[src/rtl/counter_run_ctrl_pkg.sv]
// Shared definitions for the run/pause/clear display-counter controller.
// State encoding is fixed so legacy display firmware can read it back unchanged.
package counter_run_ctrl_pkg;

    localparam logic [1:0] ST_IDLE    = 2'd0;
    localparam logic [1:0] ST_RUN     = 2'd1;
    localparam logic [1:0] ST_PAUSE   = 2'd2;
    localparam logic [1:0] ST_ILLEGAL = 2'd3;

endpackage

[src/rtl/counter_run_ctrl_tick_prescaler.sv]
// Free-running divide-by-DIV counter with enable and clear; emits a
// combinational one-cycle wrap pulse while enabled at terminal count.
module tick_prescaler #(
    parameter int DIV = 4
) (
    input  logic clk,
    input  logic rst,
    input  logic en,
    input  logic clr,
    output logic wrap
);

    localparam int W = (DIV > 1) ? $clog2(DIV) : 1;
    localparam logic [W-1:0] LAST = W'(DIV - 1);

    logic [W-1:0] cnt;

    // clr wins over en so a clear never leaks a partial prescale into the next run
    always_ff @(posedge clk) begin
        if (!rst) begin
            cnt <= '0;
        end else if (clr) begin
            cnt <= '0;
        end else if (en) begin
            cnt <= (cnt == LAST) ? '0 : cnt + 1'b1;
        end
    end

    assign wrap = en && (cnt == LAST);

endmodule

[src/rtl/counter_run_ctrl.sv]
// Run/pause/clear controller for the up/down display counter: one count register
// on the system clock, stepped by a prescaled tick, with blanking blink in PAUSE.
module counter_run_ctrl
    import counter_run_ctrl_pkg::*;
#(
    parameter int N         = 12,
    parameter int COUNT_MAX = 4095,
    parameter int TICK_DIV  = 62_500_000,
    parameter int BLINK_DIV = 31_250_000
) (
    input  logic         clk,
    input  logic         rst,
    input  logic         start_p,
    input  logic         clear_p,
    input  logic         dir_p,
    output logic [N-1:0] count,
    output logic         dir_up,
    output logic         running,
    output logic         tick,
    output logic         blank
);

    if (COUNT_MAX >= (2 ** N)) begin : g_bad_max
        $error("COUNT_MAX must be below 2**N");
    end
    if (TICK_DIV < 2) begin : g_bad_tick
        $error("TICK_DIV must be at least 2");
    end
    if (BLINK_DIV < 2) begin : g_bad_blink
        $error("BLINK_DIV must be at least 2");
    end

    localparam logic [N-1:0] CMAX = N'(COUNT_MAX);

    // Wrapping step: never produces a value above CMAX in either direction
    function automatic logic [N-1:0] step_count(input logic [N-1:0] c, input logic up);
        if (up) begin
            return (c == CMAX) ? '0 : c + 1'b1;
        end
        return (c == '0) ? CMAX : c - 1'b1;
    endfunction

    logic [1:0] state;
    logic       in_run;
    logic       in_pause;
    logic       leave_pause;
    logic       tick_clr;
    logic       blink_clr;
    logic       tick_wrap;
    logic       blink_wrap;

    assign in_run      = (state == ST_RUN);
    assign in_pause    = (state == ST_PAUSE);
    assign leave_pause = in_pause && (start_p || clear_p);

    // Count prescaler is only frozen (not cleared) across PAUSE so a resume keeps phase
    assign tick_clr  = clear_p || !(in_run || in_pause);
    assign blink_clr = !in_pause || leave_pause;

    tick_prescaler #(
        .DIV (TICK_DIV)
    ) u_tick (
        .clk  (clk),
        .rst  (rst),
        .en   (in_run),
        .clr  (tick_clr),
        .wrap (tick_wrap)
    );

    tick_prescaler #(
        .DIV (BLINK_DIV)
    ) u_blink (
        .clk  (clk),
        .rst  (rst),
        .en   (in_pause),
        .clr  (blink_clr),
        .wrap (blink_wrap)
    );

    always_ff @(posedge clk) begin
        if (!rst) begin
            state  <= ST_IDLE;
            count  <= '0;
            dir_up <= 1'b1;
        end else begin
            if (dir_p) begin
                dir_up <= ~dir_up;
            end
            case (state)
                ST_IDLE: begin
                    if (clear_p) begin
                        count <= '0;
                    end else if (start_p) begin
                        state <= ST_RUN;
                    end
                end
                ST_RUN: begin
                    if (clear_p) begin
                        state <= ST_IDLE;
                        count <= '0;
                    end else begin
                        // a tick coinciding with start_p or dir_p still steps, with the old direction
                        if (tick_wrap) begin
                            count <= step_count(count, dir_up);
                        end
                        if (start_p) begin
                            state <= ST_PAUSE;
                        end
                    end
                end
                ST_PAUSE: begin
                    if (clear_p) begin
                        state <= ST_IDLE;
                        count <= '0;
                    end else if (start_p) begin
                        state <= ST_RUN;
                    end
                end
                default: begin
                    state <= ST_IDLE;
                end
            endcase
        end
    end

    always_ff @(posedge clk) begin
        if (!rst) begin
            blank <= 1'b0;
        end else if (!in_pause || leave_pause) begin
            blank <= 1'b0;
        end else if (blink_wrap) begin
            blank <= ~blank;
        end
    end

    assign running = in_run;
    assign tick    = tick_wrap;

endmodule
[config.mk]
export PLATFORM = sky130hd
export DESIGN_NAME = counter_run_ctrl
export DESIGN_NICKNAME = d
export VERILOG_FILES = /design/src/rtl/counter_run_ctrl_pkg.sv /design/src/rtl/counter_run_ctrl_tick_prescaler.sv /design/src/rtl/counter_run_ctrl.sv
export SDC_FILE = /design/constraint.sdc
export NUM_CORES = 1
export LEC_CHECK = 0
export BUFFER_PORTS_ARGS = -buffer_cell sky130_fd_sc_hd__buf_2
export CAP_MARGIN = 20
export CELL_PAD_IN_SITES_DETAIL_PLACEMENT = 0
export CELL_PAD_IN_SITES_GLOBAL_PLACEMENT = 1
export CORE_ASPECT_RATIO = 0.7
export CORE_MARGIN = 8
export CORE_UTILIZATION = 40
export DETAILED_ROUTE_END_ITERATION = 10
export PLACE_DENSITY = 0.7
export SLEW_MARGIN = 0
export SYNTH_ARGS = -nofsm -noshare
export SYNTH_HDL_FRONTEND = slang
export SYNTH_SLANG_ARGS = --single-unit
[constraint.sdc]
create_clock -name clk -period 2.4 [get_ports clk]
set_input_delay 0.36 -clock clk [delete_from_list [all_inputs] [get_ports clk]]
set_output_delay 0.36 -clock clk [all_outputs]
set_load 0.01 [all_outputs]
==> metrics <==
reg2reg setup slack=0.20 ns; HP Class=in -> reg; worst reg2reg path depth=6; Hold Fails Final Rpt=0; net switching power=~0.6 mW; pre-CTS WS=roughly 0.16 ns; Final ANT Viol Nets=0; first-pass GRT wire length=around 15000 µm; core footprint=9000 µm²; Tcrit/Tclk final=0.972; WL/cell=between 10 and 15 µm; Worst-path clk slew=about 0.050 ns; post-layout net count=a little under 500; VDD IR max=about 0.0003 V; die area=around 13000 µm²; Synth Cell Area=3690 µm²; Synth Net Count=469; status=completed; Worst Setup Path Type=reg -> out; die height=just under 100 µm; Detail Placement HPWL=~6400 µm; Post-synth ARST share=0; Seq pwr share=0.443; share of layout cells above drive strength 1=0.135; crit-path max cell delay=approximately 0.55 ns; Required @ worst endpoint=just over 2 ns; grt total ovfl=0; CTS root buf=clkbuf_16; Pint=approximately 2.0 mW; PortBufs=20; Worst Clk Skew=~0.0044 ns; normalized max-slew margin=0.415; area of the multi-input gates=2160 µm²; number of global-route vias before repair=3034; EDFF count, synth=0; GRT Util Overall=0.153; synth cell count leaders=67 x dfxtp_1, 66 x nor2_1, 42 x xnor2_1, 30 x nand2_1, 28 x nand3_1; setup TNS=0 ns; synth top area cells=dfxtp_1 36%, xnor2_1 10%, nor2_1 6.7%; DRT Pass-1 Iters=4; max-slew violation count=0; hold_sp=dir_p; Filler cells=910; area grow syn2layout=15.4%; crit-path max FO=5; dpl cells=~590; reg-to-reg endpoint=count[11]$_SDFFE_PN0P_; Slowest-stage cell, CP=or4b_4; Worst Hold Path EP=dir_up$_SDFFE_PN1P_; register area=between 1000 and 1500 µm²; row count=29; Least-Margin Pin Slew=about 0.87 ns; synthesized area per cell=~8.1 µm²; RR Startpoint=u_tick.cnt[5]$_SDFFE_PP0P_; largest net degree at the start of global routing=27; Die X=131 µm; IO Pins=21; initial drt markers=227; Cell Area, Placed=3950 µm²; ys flop type=dfxtp_1; Min-Delay Path Depth=3; Max-cap violations=0; Seq/Total Area, Yosys=0.364; setup ws final=approximately 0.067 ns; Sink Count=67; pwr dens=approximately 610 nW/µm²; clock power share=0.463; via count=~3200; Logic pwr share=0.094; most common cell in the netlist=dfxtp_1; Switching Share=0.239; Syn. warnings=0; non-filler cells, final=about 600; Residual DRC=0; final WL=about 9000 µm; crit end category=primary output; RePlAce Congestion=slightly below 0.9; post-synthesis cell type count=roughly 50; flops & latches, synth=67; critical path arrival=1.97 ns; Core Util, Final=0.473; cell count after synthesis=approximately 460; Worst Setup Start Kind=register; Tmin final=around 2.3 ns; worst-path cell chain=or4b_4 -> nor4_4 -> and4_4 -> buf_4; n_diodes=0; design area=4260 µm²; CTS tree=done; top cell type's share of synthesized area=0.364; maximum clock frequency=~0.43 GHz; Initial Util=0.410; H-tree depth=3; Clock Latency Late Sink=approximately 0.33 ns; Longest Clk Path Bufs=2; via density per instance=about 5.4; antenna violations before repair=0; final setup violation count=0; RSZ-0062 raised after global routing=true; CTS buffer count=9; Static Leak=1.40 nW; cell taking the most area after synthesis=dfxtp_1
==> flip-flops by register name, summed over array words and instances (netlist names) <==
| register | flops |
|---|---|
| u_tick.cnt | 26 |
| state | 2 |
| blank | 1 |
| dir_up | 1 |
| u_blink.cnt | 25 |
| count | 12 |
==> cell type report <==
| class | count | area share |
|---|---|---|
| sequential | 67 | 0.316 |
| clock buffer | 12 | 0.0602 |
| timing repair buffer | 36 | 0.0582 |
| clock inverter | 2 | 0.00294 |
| inverter | 21 | 0.0185 |
| multi-input combinational | 342 | 0.508 |
| tap | 124 | 0.0364 |
==> per-layer routing <==
layer | up-vias | track usage | routed length, µm
li1 | 1648 | - | -
met1 | 1507 | 0.210 | 4540
met2 | 82 | 0.218 | 3620
met3 | 8 | 0.0603 | 638
met4 | 0 | 0.0390 | 87
met5 | - | 0 | 0
==> repair_timing <==
| action | CTS | global route |
|---|---|---|
| buffers inserted | 0 | 1 |
| hold buffers | 0 | 0 |
| gates resized for setup | 1 | 9 |
| endpoints found under the hold margin | 0 | 0 |
| pin swaps | 1 | 2 |
| setup endpoints to repair | 1 | 4 |
==> how the worst max path moves through the flow <==
stage	start	to	slack [ns]
floorplan	state[1]$_SDFFE_PN0P_	u_tick.cnt[22]$_SDFFE_PP0P_	0.22
global placement	u_tick.cnt[5]$_SDFFE_PP0P_	count[11]$_SDFFE_PN0P_	0.22
detailed placement	u_tick.cnt[5]$_SDFFE_PP0P_	count[11]$_SDFFE_PN0P_	0.16
CTS	u_tick.cnt[5]$_SDFFE_PP0P_	tick	0.007
global route	state[1]$_SDFFE_PN0P_	count[7]$_SDFFE_PN0P_	-0.04
finish	u_tick.cnt[5]$_SDFFE_PP0P_	tick	0.07
==> placed cells by master (no fill, tap or decap), types with 15 or more instances in the layout <==
| master | netlist | final |
|---|---|---|
| buf_2 | 7 | 19 |
| buf_4 | 1 | 15 |
| dfxtp_1 | 67 | 64 |
| inv_1 | 21 | 21 |
| nand2_1 | 30 | 30 |
| nand3_1 | 28 | 28 |
| nand4_1 | 15 | 15 |
| nor2_1 | 66 | 66 |
| nor3_1 | 25 | 25 |
| nor4_1 | 15 | 15 |
| xnor2_1 | 42 | 42 |
| xor2_1 | 16 | 16 |
==> power by group through the flow <==
stage,Combinational [mW],Sequential [mW],Clock [mW]
detailed placement,0.239,1.17,0
global placement,0.241,1.17,0
CTS,0.241,1.14,1.24
floorplan,0.169,1.16,0
finish,0.243,1.15,1.20
global route,0.269,1.15,1.28
==> stage by stage <==
step	hold WS, ns	power (mW)
3_3_place_gp	0.439	1.41
4_1_cts	0.237	2.62
2_1_floorplan	0.426	1.33
6_report	0.248	2.58
3_5_place_dp	0.456	1.41
5_1_grt	0.244	2.70
==> worst max-delay path, delay by kind of cell (launching register included) <==
kind / cells / cell delay (ns)
flops: 1 / 0.34
buf+inv: 1 / 0.12
simple gates: 3 / 1.18
==> kinds of logic (layout without fill, tap and decap cells) <==
family                     after synthesis  count (layout)  synth area share
and+or+nand+nor                        223             223             0.315
AOI/OAI and AO/OA                       50              50            0.0912
muxes                                    2               2           0.00543
adders and majority gates                9               9            0.0305
DFF                                     67              67             0.364
xor gates and xnor gates                58              58             0.138
buffers and inverters                   46              71            0.0563
Power figures use the tool's default switching activity.
